### config.mk
export PLATFORM = sky130hd
export DESIGN_NAME = fetch_req_ctrl
export DESIGN_NICKNAME = d
export VERILOG_FILES = /design/src/rtl/fetch_req_ctrl_pkg.sv /design/src/rtl/fetch_req_ctrl_cancel_cnt.sv /design/src/rtl/fetch_req_ctrl.sv
export SDC_FILE = /design/constraint.sdc
export NUM_CORES = 1
export LEC_CHECK = 0
export BUFFER_PORTS_ARGS = -buffer_cell sky130_fd_sc_hd__buf_2
export CAP_MARGIN = 30
export CORE_MARGIN = 3
export CORE_UTILIZATION = 47
export CTS_CLUSTER_SIZE = 30
export DETAILED_ROUTE_END_ITERATION = 12
export GPL_ROUTABILITY_DRIVEN = 1
export PLACE_DENSITY = 0.77
export SETUP_SLACK_MARGIN = 0.05
export SLEW_MARGIN = 20
export SYNTH_ARGS = -nofsm -noshare
export SYNTH_HDL_FRONTEND = slang
export SYNTH_SLANG_ARGS = --single-unit
### constraint.sdc
create_clock -name clk -period 3.2 [get_ports clk]
set_input_delay 0.32 -clock clk [delete_from_list [all_inputs] [get_ports clk]]
set_output_delay 0.32 -clock clk [all_outputs]
set_load 0.05 [all_outputs]
### src/rtl/fetch_req_ctrl_pkg.sv
// Shared widths, reset PC and redirect-priority helpers for the instruction fetch front end.
package fetch_req_ctrl_pkg;

  localparam int F2D_WID     = 65;
  localparam int D2F_BRC_WID = 33;

  localparam logic [31:0] RESET_PC_DEF = 32'h1c00_0000;

  localparam logic [1:0] REDIR_NONE = 2'd0;
  localparam logic [1:0] REDIR_EX   = 2'd1;
  localparam logic [1:0] REDIR_ERTN = 2'd2;
  localparam logic [1:0] REDIR_BR   = 2'd3;

  typedef struct packed {
    logic        valid;
    logic [31:0] pc;
  } redir_t;

  // Exception beats ertn, ertn beats a taken branch.
  function automatic logic [1:0] redir_src(input logic ex, input logic ertn, input logic br);
    if (ex) return REDIR_EX;
    if (ertn) return REDIR_ERTN;
    if (br) return REDIR_BR;
    return REDIR_NONE;
  endfunction

  function automatic redir_t redir_pick(input logic ex, input logic ertn, input logic br,
                                        input logic [31:0] ex_pc, input logic [31:0] ertn_pc,
                                        input logic [31:0] br_pc);
    redir_t r;
    r.valid = ex | ertn | br;
    case (redir_src(ex, ertn, br))
      REDIR_EX:   r.pc = ex_pc;
      REDIR_ERTN: r.pc = ertn_pc;
      REDIR_BR:   r.pc = br_pc;
      default:    r.pc = '0;
    endcase
    return r;
  endfunction

endpackage

### src/rtl/fetch_req_ctrl_cancel_cnt.sv
// Outstanding-request and cancelled-response counters for the in-order instruction bus.
module fetch_cancel_cnt #(
  parameter int CNT_W = 2
) (
  input  logic             clk,
  input  logic             resetn,
  input  logic             inc_i,
  input  logic             dec_i,
  input  logic             flush_i,
  output logic [CNT_W-1:0] ostd_cnt_o,
  output logic [CNT_W-1:0] cancel_cnt_o
);

  localparam logic [CNT_W-1:0] ONE = CNT_W'(1);

  logic [CNT_W-1:0] ostd_q, ostd_d;
  logic [CNT_W-1:0] cancel_q, cancel_d;

  always_comb begin
    ostd_d = ostd_q;
    if (inc_i && !dec_i) ostd_d = ostd_q + ONE;
    else if (!inc_i && dec_i) ostd_d = ostd_q - ONE;

    // On a flush every response still in flight belongs to a stale fetch.
    cancel_d = cancel_q;
    if (flush_i) cancel_d = ostd_d;
    else if (dec_i && cancel_q != '0) cancel_d = cancel_q - ONE;
  end

  always_ff @(posedge clk) begin
    if (!resetn) begin
      ostd_q   <= '0;
      cancel_q <= '0;
    end else begin
      ostd_q   <= ostd_d;
      cancel_q <= cancel_d;
    end
  end

  assign ostd_cnt_o   = ostd_q;
  assign cancel_cnt_o = cancel_q;

endmodule

### src/rtl/fetch_req_ctrl.sv
// Pre-IF/IF front end: PC generation, SRAM-like request handshake, stale-response
// cancellation and a one-entry instruction buffer feeding the ID stage.
module fetch_req_ctrl
  import fetch_req_ctrl_pkg::*;
#(
  parameter logic [31:0] RESET_PC = RESET_PC_DEF,
  parameter int          CNT_W    = 2
) (
  input  logic                   clk,
  input  logic                   resetn,
  output logic                   inst_sram_req,
  output logic                   inst_sram_wr,
  output logic [1:0]             inst_sram_size,
  output logic [3:0]             inst_sram_wstrb,
  output logic [31:0]            inst_sram_addr,
  output logic [31:0]            inst_sram_wdata,
  input  logic                   inst_sram_addr_ok,
  input  logic                   inst_sram_data_ok,
  input  logic [31:0]            inst_sram_rdata,
  input  logic                   ds_allowin,
  input  logic [D2F_BRC_WID-1:0] br_collect,
  output logic                   fs_to_ds_valid,
  output logic [F2D_WID-1:0]     fs_to_ds_bus,
  input  logic                   wb_ex,
  input  logic                   ertn_flush,
  input  logic [31:0]            ex_entry,
  input  logic [31:0]            ertn_entry
);

  logic        br_taken;
  logic [31:0] br_target;
  redir_t      redir_now;
  logic        redirect_now;
  logic        flush_all;

  assign {br_taken, br_target} = br_collect;
  assign redir_now    = redir_pick(wb_ex, ertn_flush, br_taken, ex_entry, ertn_entry, br_target);
  assign redirect_now = redir_now.valid;
  assign flush_all    = wb_ex | ertn_flush;

  logic [31:0] pf_pc_q, pf_pc_d;
  logic [31:0] redir_pc_q, redir_pc_d;
  logic        redir_valid_q, redir_valid_d;
  logic        adef_hold_q, adef_hold_d;
  logic        fs_valid_q, fs_valid_d;
  logic        fs_adef_q, fs_adef_d;
  logic [31:0] fs_pc_q, fs_pc_d;
  logic        buf_valid_q, buf_valid_d;
  logic [31:0] buf_inst_q, buf_inst_d;

  logic [CNT_W-1:0] ostd_cnt, cancel_cnt;
  logic [31:0]      fetch_pc;
  logic             pf_adef, ostd_full, data_live;
  logic             fs_waiting, fs_ready_go, fs_leave, fs_allowin;
  logic             hs, adef_load;
  logic [31:0]      fs_inst;

  // A latched redirect target takes over the fetch address until it is accepted.
  assign fetch_pc  = redir_valid_q ? redir_pc_q : pf_pc_q;
  assign pf_adef   = fetch_pc[1:0] != 2'b00;
  assign ostd_full = &ostd_cnt;
  assign data_live = inst_sram_data_ok & (cancel_cnt == '0);

  assign fs_waiting  = fs_valid_q & ~fs_adef_q & ~buf_valid_q;
  assign fs_ready_go = buf_valid_q | data_live | fs_adef_q;
  assign fs_to_ds_valid = fs_valid_q & fs_ready_go & ~redirect_now;
  assign fs_leave   = fs_to_ds_valid & ds_allowin;
  assign fs_allowin = ~fs_valid_q | fs_leave;

  assign inst_sram_req = resetn & ~redirect_now & fs_allowin & ~ostd_full & ~pf_adef;
  assign hs            = inst_sram_req & inst_sram_addr_ok;
  // A misaligned PC fills the slot once, then fetch idles until the next redirect.
  assign adef_load     = resetn & ~redirect_now & fs_allowin & pf_adef & ~adef_hold_q;

  assign inst_sram_wr    = 1'b0;
  assign inst_sram_size  = 2'b10;
  assign inst_sram_wstrb = 4'b0000;
  assign inst_sram_wdata = 32'h0;
  assign inst_sram_addr  = fetch_pc;

  assign fs_inst      = buf_valid_q ? buf_inst_q : (fs_adef_q ? 32'h0 : inst_sram_rdata);
  assign fs_to_ds_bus = {fs_adef_q, fs_inst, fs_pc_q};

  fetch_cancel_cnt #(.CNT_W(CNT_W)) u_cnt (
    .clk          (clk),
    .resetn       (resetn),
    .inc_i        (hs),
    .dec_i        (inst_sram_data_ok),
    .flush_i      (redirect_now),
    .ostd_cnt_o   (ostd_cnt),
    .cancel_cnt_o (cancel_cnt)
  );

  always_comb begin
    pf_pc_d       = pf_pc_q;
    redir_pc_d    = redir_pc_q;
    redir_valid_d = redir_valid_q;
    adef_hold_d   = adef_hold_q;
    if (redirect_now) begin
      redir_valid_d = 1'b1;
      redir_pc_d    = redir_now.pc;
      adef_hold_d   = 1'b0;
    end else if (hs) begin
      pf_pc_d       = fetch_pc + 32'd4;
      redir_valid_d = 1'b0;
    end else if (adef_load) begin
      pf_pc_d       = fetch_pc;
      redir_valid_d = 1'b0;
      adef_hold_d   = 1'b1;
    end
  end

  always_comb begin
    fs_valid_d  = fs_valid_q;
    fs_adef_d   = fs_adef_q;
    fs_pc_d     = fs_pc_q;
    buf_valid_d = buf_valid_q;
    buf_inst_d  = buf_inst_q;
    if (redirect_now) begin
      // A branch only kills a fetch still waiting on the bus; WB flushes kill everything.
      if (flush_all) begin
        fs_valid_d  = 1'b0;
        buf_valid_d = 1'b0;
      end else if (fs_waiting) begin
        fs_valid_d = 1'b0;
      end
    end else begin
      if (fs_leave) begin
        fs_valid_d  = 1'b0;
        buf_valid_d = 1'b0;
      end else if (fs_waiting && data_live && !ds_allowin) begin
        buf_valid_d = 1'b1;
        buf_inst_d  = inst_sram_rdata;
      end
      if (hs || adef_load) begin
        fs_valid_d = 1'b1;
        fs_adef_d  = adef_load;
        fs_pc_d    = fetch_pc;
      end
    end
  end

  always_ff @(posedge clk) begin
    if (!resetn) begin
      pf_pc_q       <= RESET_PC;
      redir_pc_q    <= '0;
      redir_valid_q <= 1'b0;
      adef_hold_q   <= 1'b0;
      fs_valid_q    <= 1'b0;
      fs_adef_q     <= 1'b0;
      fs_pc_q       <= '0;
      buf_valid_q   <= 1'b0;
      buf_inst_q    <= '0;
    end else begin
      pf_pc_q       <= pf_pc_d;
      redir_pc_q    <= redir_pc_d;
      redir_valid_q <= redir_valid_d;
      adef_hold_q   <= adef_hold_d;
      fs_valid_q    <= fs_valid_d;
      fs_adef_q     <= fs_adef_d;
      fs_pc_q       <= fs_pc_d;
      buf_valid_q   <= buf_valid_d;
      buf_inst_q    <= buf_inst_d;
    end
  end

endmodule

==> results.txt, run 1 <==
- Ratio of cells with drive above 1 in the final layout: 28.6%
* Ranking of synthesized cells by instance count: 135 x dfxtp_1, 103 x nor2_1, 100 x nand2_1, 95 x a21oi_1
- Setup clock skew after layout: 0.00712 ns
- Total number of clock tree sinks: 135
- The root buffer cell chosen for the clock tree is clkbuf_16.
* Maximum clock frequency: 361 MHz
- Critical path's top delay family: buffers and inverters
- Kind of start point of the critical path: flop
- The share of total power dissipated in the clock network is 41.0%.
- Mean routed wirelength per cell: 16.5 µm
- The worst path meets setup with 0.432 ns of slack.
- Drt total wl: 21,500 µm
* Starting density of the core: 48.6%
- Sequential element share of the synthesized area: 37.8%
- Of the post-synthesis cell area, the dominant cell type holds 37.8%.
- Counting every instance in the synthesized netlist gives 903.
* Detailed Routing Iterations Pass 1: 8
- Total congestion overflow after global routing: 0
* Maximum VDD drop: 345 µV
- The floorplan has 44 rows.
- Fraction of power consumed by sequential logic: 39.0%
- For this run, design rule violations remaining after detail routing come to 0.
- In this run, the number of DRC markers left after iteration 0 of detailed routing was 642.
* Switching part of the total: 33.1%
* Critical path type: flop to output port
* Net Switching: 1540 µW
- Headroom to the max-slew limit came out at 53.5%.
- Peak fanout along the critical path: 27
* Number of storage elements in the synthesis netlist: 135
- Port Buffer Count: 234
- Via count of the first global-routing pass: 6,561
* Dpl ws: 0.446 ns
* Combinational share of power: 20.0%
* DP HPWL: 15,900 µm
- Die area: 16,700 µm²
- The smallest clock period supported by the final layout is computed as 2.77 ns.
- Averaged over all synthesized cells, the footprint is 7.91 µm².
- Clock buffers created by TritonCTS: 17
- Async set-or-reset flop fraction in the synthesized netlist: 0%
- Placer's final routability congestion estimate: 0.867
- The die is 129 µm tall.
- After floorplanning, the core was sized to cover 14,700 µm².
* Ratio of total power to cell area: 527 nW/µm²
- Setup violations, final: 0
- Setup repair after global routing left no endpoint under its margin.
* Largest cells by area after synthesis: dfxtp_1 38%, a21oi_1 6.7%, nor2_1 5.4%, nand2_1 5.3%, buf_4 4.9%
* Setup repair bufs after CTS: 0
- The clock reaches the later pin of the worst-skew pair after 0.42 ns.
- Endpoint arrival time on the critical path: 2.45 ns
- Routed Antenna Nets: 0
- Number of enable-type register cells in the synthesized netlist: 0
* Classification of the worst-slack hold path: input port to flop
- In this run the static leakage power is 0.00399 µW.
- Ys flop type: dfxtp_1
- Leading area contributor after synthesis: dfxtp_1
- After clock tree synthesis, the repair step resized 0 gates.
- Cells fill 59.8% of the core in the end.
- Clock transition time at the flip-flop clock pins of the worst setup and hold paths: 0.07 ns
- Hold repair after CTS inserted 0 buffers.
- TritonCTS clock tree: done
- Most instantiated library cell after synthesis: dfxtp_1
* Required time of the worst setup path: 2.88 ns
- The worst path uses 86.5% of the clock period.
- Pins Over Slew Limit: 0
- Max clock buf depth: 2
* Max-cap check violation count: 0
* Slowest library cell on the worst path: dfxtp_2
* Largest stage delay, worst path: 0.49 ns
- 274 I/O pins were placed.
- Final number of hold-violating endpoints: 0
- The run finished with clean final reports.
* Number of different library cells in the post-synthesis netlist: 65
- Relative area change from synthesis to final layout: 23.0%
- Summed over all failing endpoints, the final setup total negative slack is 0 ns.
- Net count reported at finish: 1,239
* Fillcell total: 1,355
- Together, buffers and inverters on the worst path number 4.
- Pin count of the biggest net entering global routing: 68
- Number of levels the H-tree was split into: 4
- Cell mode on critical path: buf_4
- The first global-routing pass estimated 33,000 µm of wire.
- The cell area that synthesis handed to floorplanning was 7150 µm².
- Cells along the critical path: buf_4 > buf_4 > mux2i_1 > inv_1 > buf_2
* Initial antenna violation count: 0
- Gr usage total: 24.9%
* Endpoint class of the critical path: output port
* Total number of vias: 7,140
* Number of vias per cell after detailed routing: 5.50
- For this run, the number of Yosys warnings is 0.
* Slew of the pin with the lowest slew margin: 0.696 ns
- Internal power comes to 3100 µW.
* Overall die width: 129 µm
## worst paths after layout
path / end / start / cells past startpoint / slack [ns]
max: inst_sram_addr[6] / redir_valid_q / 5 / 0.43
min: buf_inst_q[24] / inst_sram_rdata[24] / 3 / 0.14
max reg2reg: pf_pc_q[31] / u_cnt.cancel_cnt_o[0] / 8 / 0.45
min reg2reg: buf_inst_q[23] / buf_inst_q[23] / 2 / 0.45
## cells by family after synthesis
family | synth area share, %
AOI/OAI and AO/OA | 22.0
xor gates and xnor gates | 2.82
adders and majority gates | 0.525
buffers and inverters | 10.2
DFF | 37.8
muxes | 4.27
other | 0.105
and+or+nand+nor | 22.3
## per-stage QoR
stage / area [µm²] / hold slack [ns] / instances / total power, µW
6_report: 8790 / 0.139 / 1298 / 4640
5_1_grt: 8790 / 0.131 / 1297 / 4810
4_1_cts: 8790 / 0.128 / 1297 / 4660
3_5_place_dp: 8220 / 0.447 / 1265 / 2770
3_3_place_gp: 8210 / 0.442 / 1264 / 2760
2_1_floorplan: 7290 / 0.432 / 940 / 2550
## flip-flops by register name, indices dropped and copies added (netlist names)
| register | cells |
|---|---|
| buf_inst_q | 32 |
| pf_pc_q | 32 |
| redir_pc_q | 32 |
| fs_pc_q | 30 |
| u_cnt.cancel_cnt_o | 2 |
| u_cnt.ostd_cnt_o | 2 |
| adef_hold_q | 1 |
| buf_valid_q | 1 |
| fs_adef_q | 1 |
| fs_valid_q | 1 |
| redir_valid_q | 1 |
## routing by layer
layer	routed length (µm)	global-route usage (%)	part of all wire [%]	vias up
li1	-	-	-	3505
met1	8640	29.9	40	3275
met2	10300	41.1	48	305
met3	1580	6.51	7.4	55
met4	947	12.8	4.4	0
met5	0	0	0	-
## power groups by stage
stage,Combinational (µW),Sequential [µW],Clock [µW]
after floorplan,678,1870,0
after global placement,916,1840,0
after detailed placement,924,1840,0
after CTS,927,1810,1930
after global routing,993,1810,2000
final,926,1810,1900
## cell type report
class                   instances  area (µm²)  share of cell area (%)
well taps                     184         230                    2.62
clock inverters                14         144                    1.64
diodes                          1        2.50                  0.0285
flip-flops and latches        135        2700                    30.8
clock buffers                  18         429                    4.88
multi-input cells             668        3860                    43.9
inverters                      24        90.1                    1.02
repair buffers                254        1330                    15.2
## worst reg2reg max path, delay by kind of cell, from the launching register on
family / cells / cell delay [ns]
simple gates: 3 / 1.27
compound gates: 3 / 0.85
flops: 1 / 0.31
fa+ha+maj: 1 / 0.22
buf+inv: 1 / 0.05
## cell usage in the layout, fill, tap and decap left out, drive strengths merged, types with 23 or more instances in the layout
cell / n
nand2: 101
o21ai: 42
a21oi: 95
nand3: 23
conb: 39
buf: 254
nor3: 31
dfxtp: 135
nor2: 104
a22o: 37
inv: 29
No activity file was read; power rests on OpenSTA's default activity.
==> inputs of run 2 (changes only) <==
--- a/config.mk
+++ b/config.mk
@@ -7,12 +7,14 @@
 export LEC_CHECK = 0
 export BUFFER_PORTS_ARGS = -buffer_cell sky130_fd_sc_hd__buf_2
 export CAP_MARGIN = 30
-export CORE_MARGIN = 3
-export CORE_UTILIZATION = 47
+export CELL_PAD_IN_SITES_DETAIL_PLACEMENT = 0
+export CELL_PAD_IN_SITES_GLOBAL_PLACEMENT = 1
+export CORE_MARGIN = 4
+export CORE_UTILIZATION = 35
 export CTS_CLUSTER_SIZE = 30
 export DETAILED_ROUTE_END_ITERATION = 12
 export GPL_ROUTABILITY_DRIVEN = 1
-export PLACE_DENSITY = 0.77
+export PLACE_DENSITY_LB_ADDON = 0.1
 export SETUP_SLACK_MARGIN = 0.05
 export SLEW_MARGIN = 20
 export SYNTH_ARGS = -nofsm -noshare
==> results.txt, run 2 (synthesis gave the netlist of run 1 again) <==
* Die area: 22,800 µm² (+36%)
* Endpoint class of the critical path: flop
* Period utilization: 84.1% (-2.4 points)
- The final setup skew was 0.00567 ns (-0.00145 ns).
- The final standard cell utilization of the core is 44.6% (-15 points).
- The number of global-route vias before repair came to 6,562 (+0.015%).
- In this run the worst hold path is classified as input port to flop.
* DP HPWL: 17,100 µm (+7.9%)
- Initial antenna violation count: 2 (+2)
- The number of search-and-repair iterations in the first detailed-routing pass was 5 (-3).
* Max-cap check violation count: 0 (unchanged)
- Slew of the pin with the lowest slew margin: 0.870 ns (+0.173 ns)
- Number of antenna cells inserted: 0 (-1)
- Max-Slew Margin vs Limit: 42.0% (-12 points)
* Depth of the worst register-to-register path: 7 (-1)
- Maximum clock frequency: 372 MHz (+2.9%)
* # DRC: 0 (unchanged)
* Critical R2R Capture: pf_pc_q[6]
- The initial standard-cell utilization of the core is 35.4% (-13 points).
- Fillcell total: 2,146 (+58%)
* Pins Over Slew Limit: 0 (unchanged)
* Leakage power summed over all cells: 0.00405 µW (+1.6%)
- The largest driver fanout on the critical path is 28 (+3.7%).
- Dpl ws: 0.539 ns (+0.0936 ns)
- The tree is rooted in a clkbuf_16.
- The run finished with clean final reports.
- Tracing the worst setup path back leads to its startpoint at redir_valid_q.
* Mean routed wirelength per cell: 16.7 µm (+0.69%)
- Core Region: 20,200 µm² (+37%)
- The residual antenna-violating net count after detailed routing came to 0 (unchanged).
* Leading registers by flop count: buf_inst_q (32), pf_pc_q (32), redir_pc_q (32)
- TritonCTS clock tree: done
- Most common cell after layout, fill and taps aside: buf_2
* Largest stage delay, worst path: 0.73 ns (+0.24 ns)
- Total number of clock tree sinks: 135 (unchanged)
- The placer's final routability congestion estimate is 0.797 (-8.0%).
* Number of levels the H-tree was split into: 4 (unchanged)
- Overall die width: 151 µm (+17%)
- Highest-count cells in the layout ignoring fill and taps: 234 x buf_2, 134 x dfxtp_1, 101 x nor2_1
- Fin Setup TNS: 0 ns (unchanged)
- Slowest library cell on the worst path: dfxtp_2
* Register-to-Register Setup Slack: 0.51 ns (+0.06 ns)
- The detail-routed via count per cell was 4.98 (-9.4%).
- The via count is 6,903 (-3.3%).
- The total track usage came to 19.8% (-5.1 points).
* End point of the critical path: pf_pc_q[6]
- The fraction of layout cells with a size suffix above 1 was 28.7% (+0.13 points).
- The number of hold buffers added after CTS came to 0 (unchanged).
* Total congestion overflow after global routing: 0 (unchanged)
- Post-CTS sizing: 0 (unchanged)
- Clock transition time at the flip-flop clock pins of the worst setup and hold paths: 0.06 ns (about the same)
- The peak ir drop on the vdd network is 378 µV (+9.6%).
- Setup repair after global routing left no endpoint under its margin.
- The area growth from synthesis to layout is 25.8%.
* Worst Hold Margin: 0.150 ns (+0.0114 ns)
* Endpoint arrival time on the critical path: 3.00 ns (+0.55 ns)
- The number of rows created at floorplan was 52 (+18%).
* Net count reported at finish: 1,242 (+0.24%)
- Iteration-0 DRC Markers: 372 (-42%)
- STA classifies the critical path startpoint as a flop.
- The required time reported for the critical path endpoint came to 3.51 ns (+0.63 ns).
- The cell area power density is 541 nW/µm² (+2.7%).
* Fin worst setup slack: 0.509 ns (+0.0767 ns)
- Final number of hold-violating endpoints: 0 (unchanged)
* Port Buffer Count: 234 (unchanged)
* Setup repair bufs after CTS: 0 (unchanged)
* Number of top-level design ports: 274 (unchanged)
- Setup violations, final: 0 (unchanged)
- The number of buffers inserted during clock tree synthesis is 17 (unchanged).
- Worst R2R Start: redir_valid_q
- The wire length of the first global-routing pass was 35,200 µm (+6.8%).
- The die span in y came to 151 µm (+17%).
- Worst skew pair latency: 0.42 ns (about the same)
- Tmin final: 2.69 ns (-0.0767 ns)
- The critical path in this run is classified as flop to flop.
- Cells along the critical path: nor3b_1 > nor2_1 > or4b_1 > and2_1 > buf_4 > nor3_1 > a221o_1
- The total length of routed wires is 23,100 µm (+7.4%).
- Max clock buf depth: 2 (unchanged)
- Pin count of the biggest net entering global routing: 68 (unchanged)
-- run 2: stage by stage --
stage / cell area (µm²) / instances / total power, µW
2_1_floorplan: 7290 / 940 / 2550
3_5_place_dp: 8350 / 1354 / 2780
6_report: 8990 / 1385 / 4870
3_3_place_gp: 8350 / 1354 / 2790
5_1_grt: 8990 / 1385 / 5070
4_1_cts: 8990 / 1385 / 4920
-- run 2: per-layer routing --
metal  wire length, µm  vias up  track usage (%)  share of wire, %
met1              9920     3139             24.9                43
met4               471        4             6.48               2.0
met3              1360       24             4.16               5.9
met2             11300      228             33.8                49
met5                27        -                0              0.12
li1                  -     3508                -                 -
-- run 2: cell type report --
class | count | area (µm²) | area share, %
clock buffer | 23 | 498 | 5.54
sequential | 135 | 2700 | 30.1
timing repair buffer | 257 | 1360 | 15.1
multi-input combinational | 668 | 3860 | 42.9
tap | 270 | 338 | 3.76
clock inverter | 8 | 143 | 1.59
inverter | 24 | 90.1 | 1.00
-- run 2: worst max-delay path, delay by kind of cell, from the launching register on --
family | cells | cell delay [ns]
AOI/OAI and AO/OA | 1 | 0.26
buffers and inverters | 1 | 0.29
DFF | 1 | 0.73
and+or+nand+nor | 5 | 1.30
-- run 2: how the worst min path moves through the flow --
stage / startpoint / end / slack (ns) / cells past startpoint
6_report: inst_sram_rdata[0] / buf_inst_q[0] / 0.15 / 3
5_1_grt: inst_sram_rdata[17] / buf_inst_q[17] / 0.14 / 3
4_1_cts: inst_sram_rdata[17] / buf_inst_q[17] / 0.13 / 3
3_5_place_dp: buf_inst_q[9] / buf_inst_q[9] / 0.45 / 2
3_3_place_gp: buf_inst_q[24] / buf_inst_q[24] / 0.44 / 2
2_1_floorplan: pf_pc_q[12] / pf_pc_q[12] / 0.43 / 2
-- run 2: where the power goes --
part           switching (µW)  internal, µW  total [µW]
logic                     659           267         927
clock network             721          1400        2120
registers                71.1          1750        1820
total                    1450          3410        4870
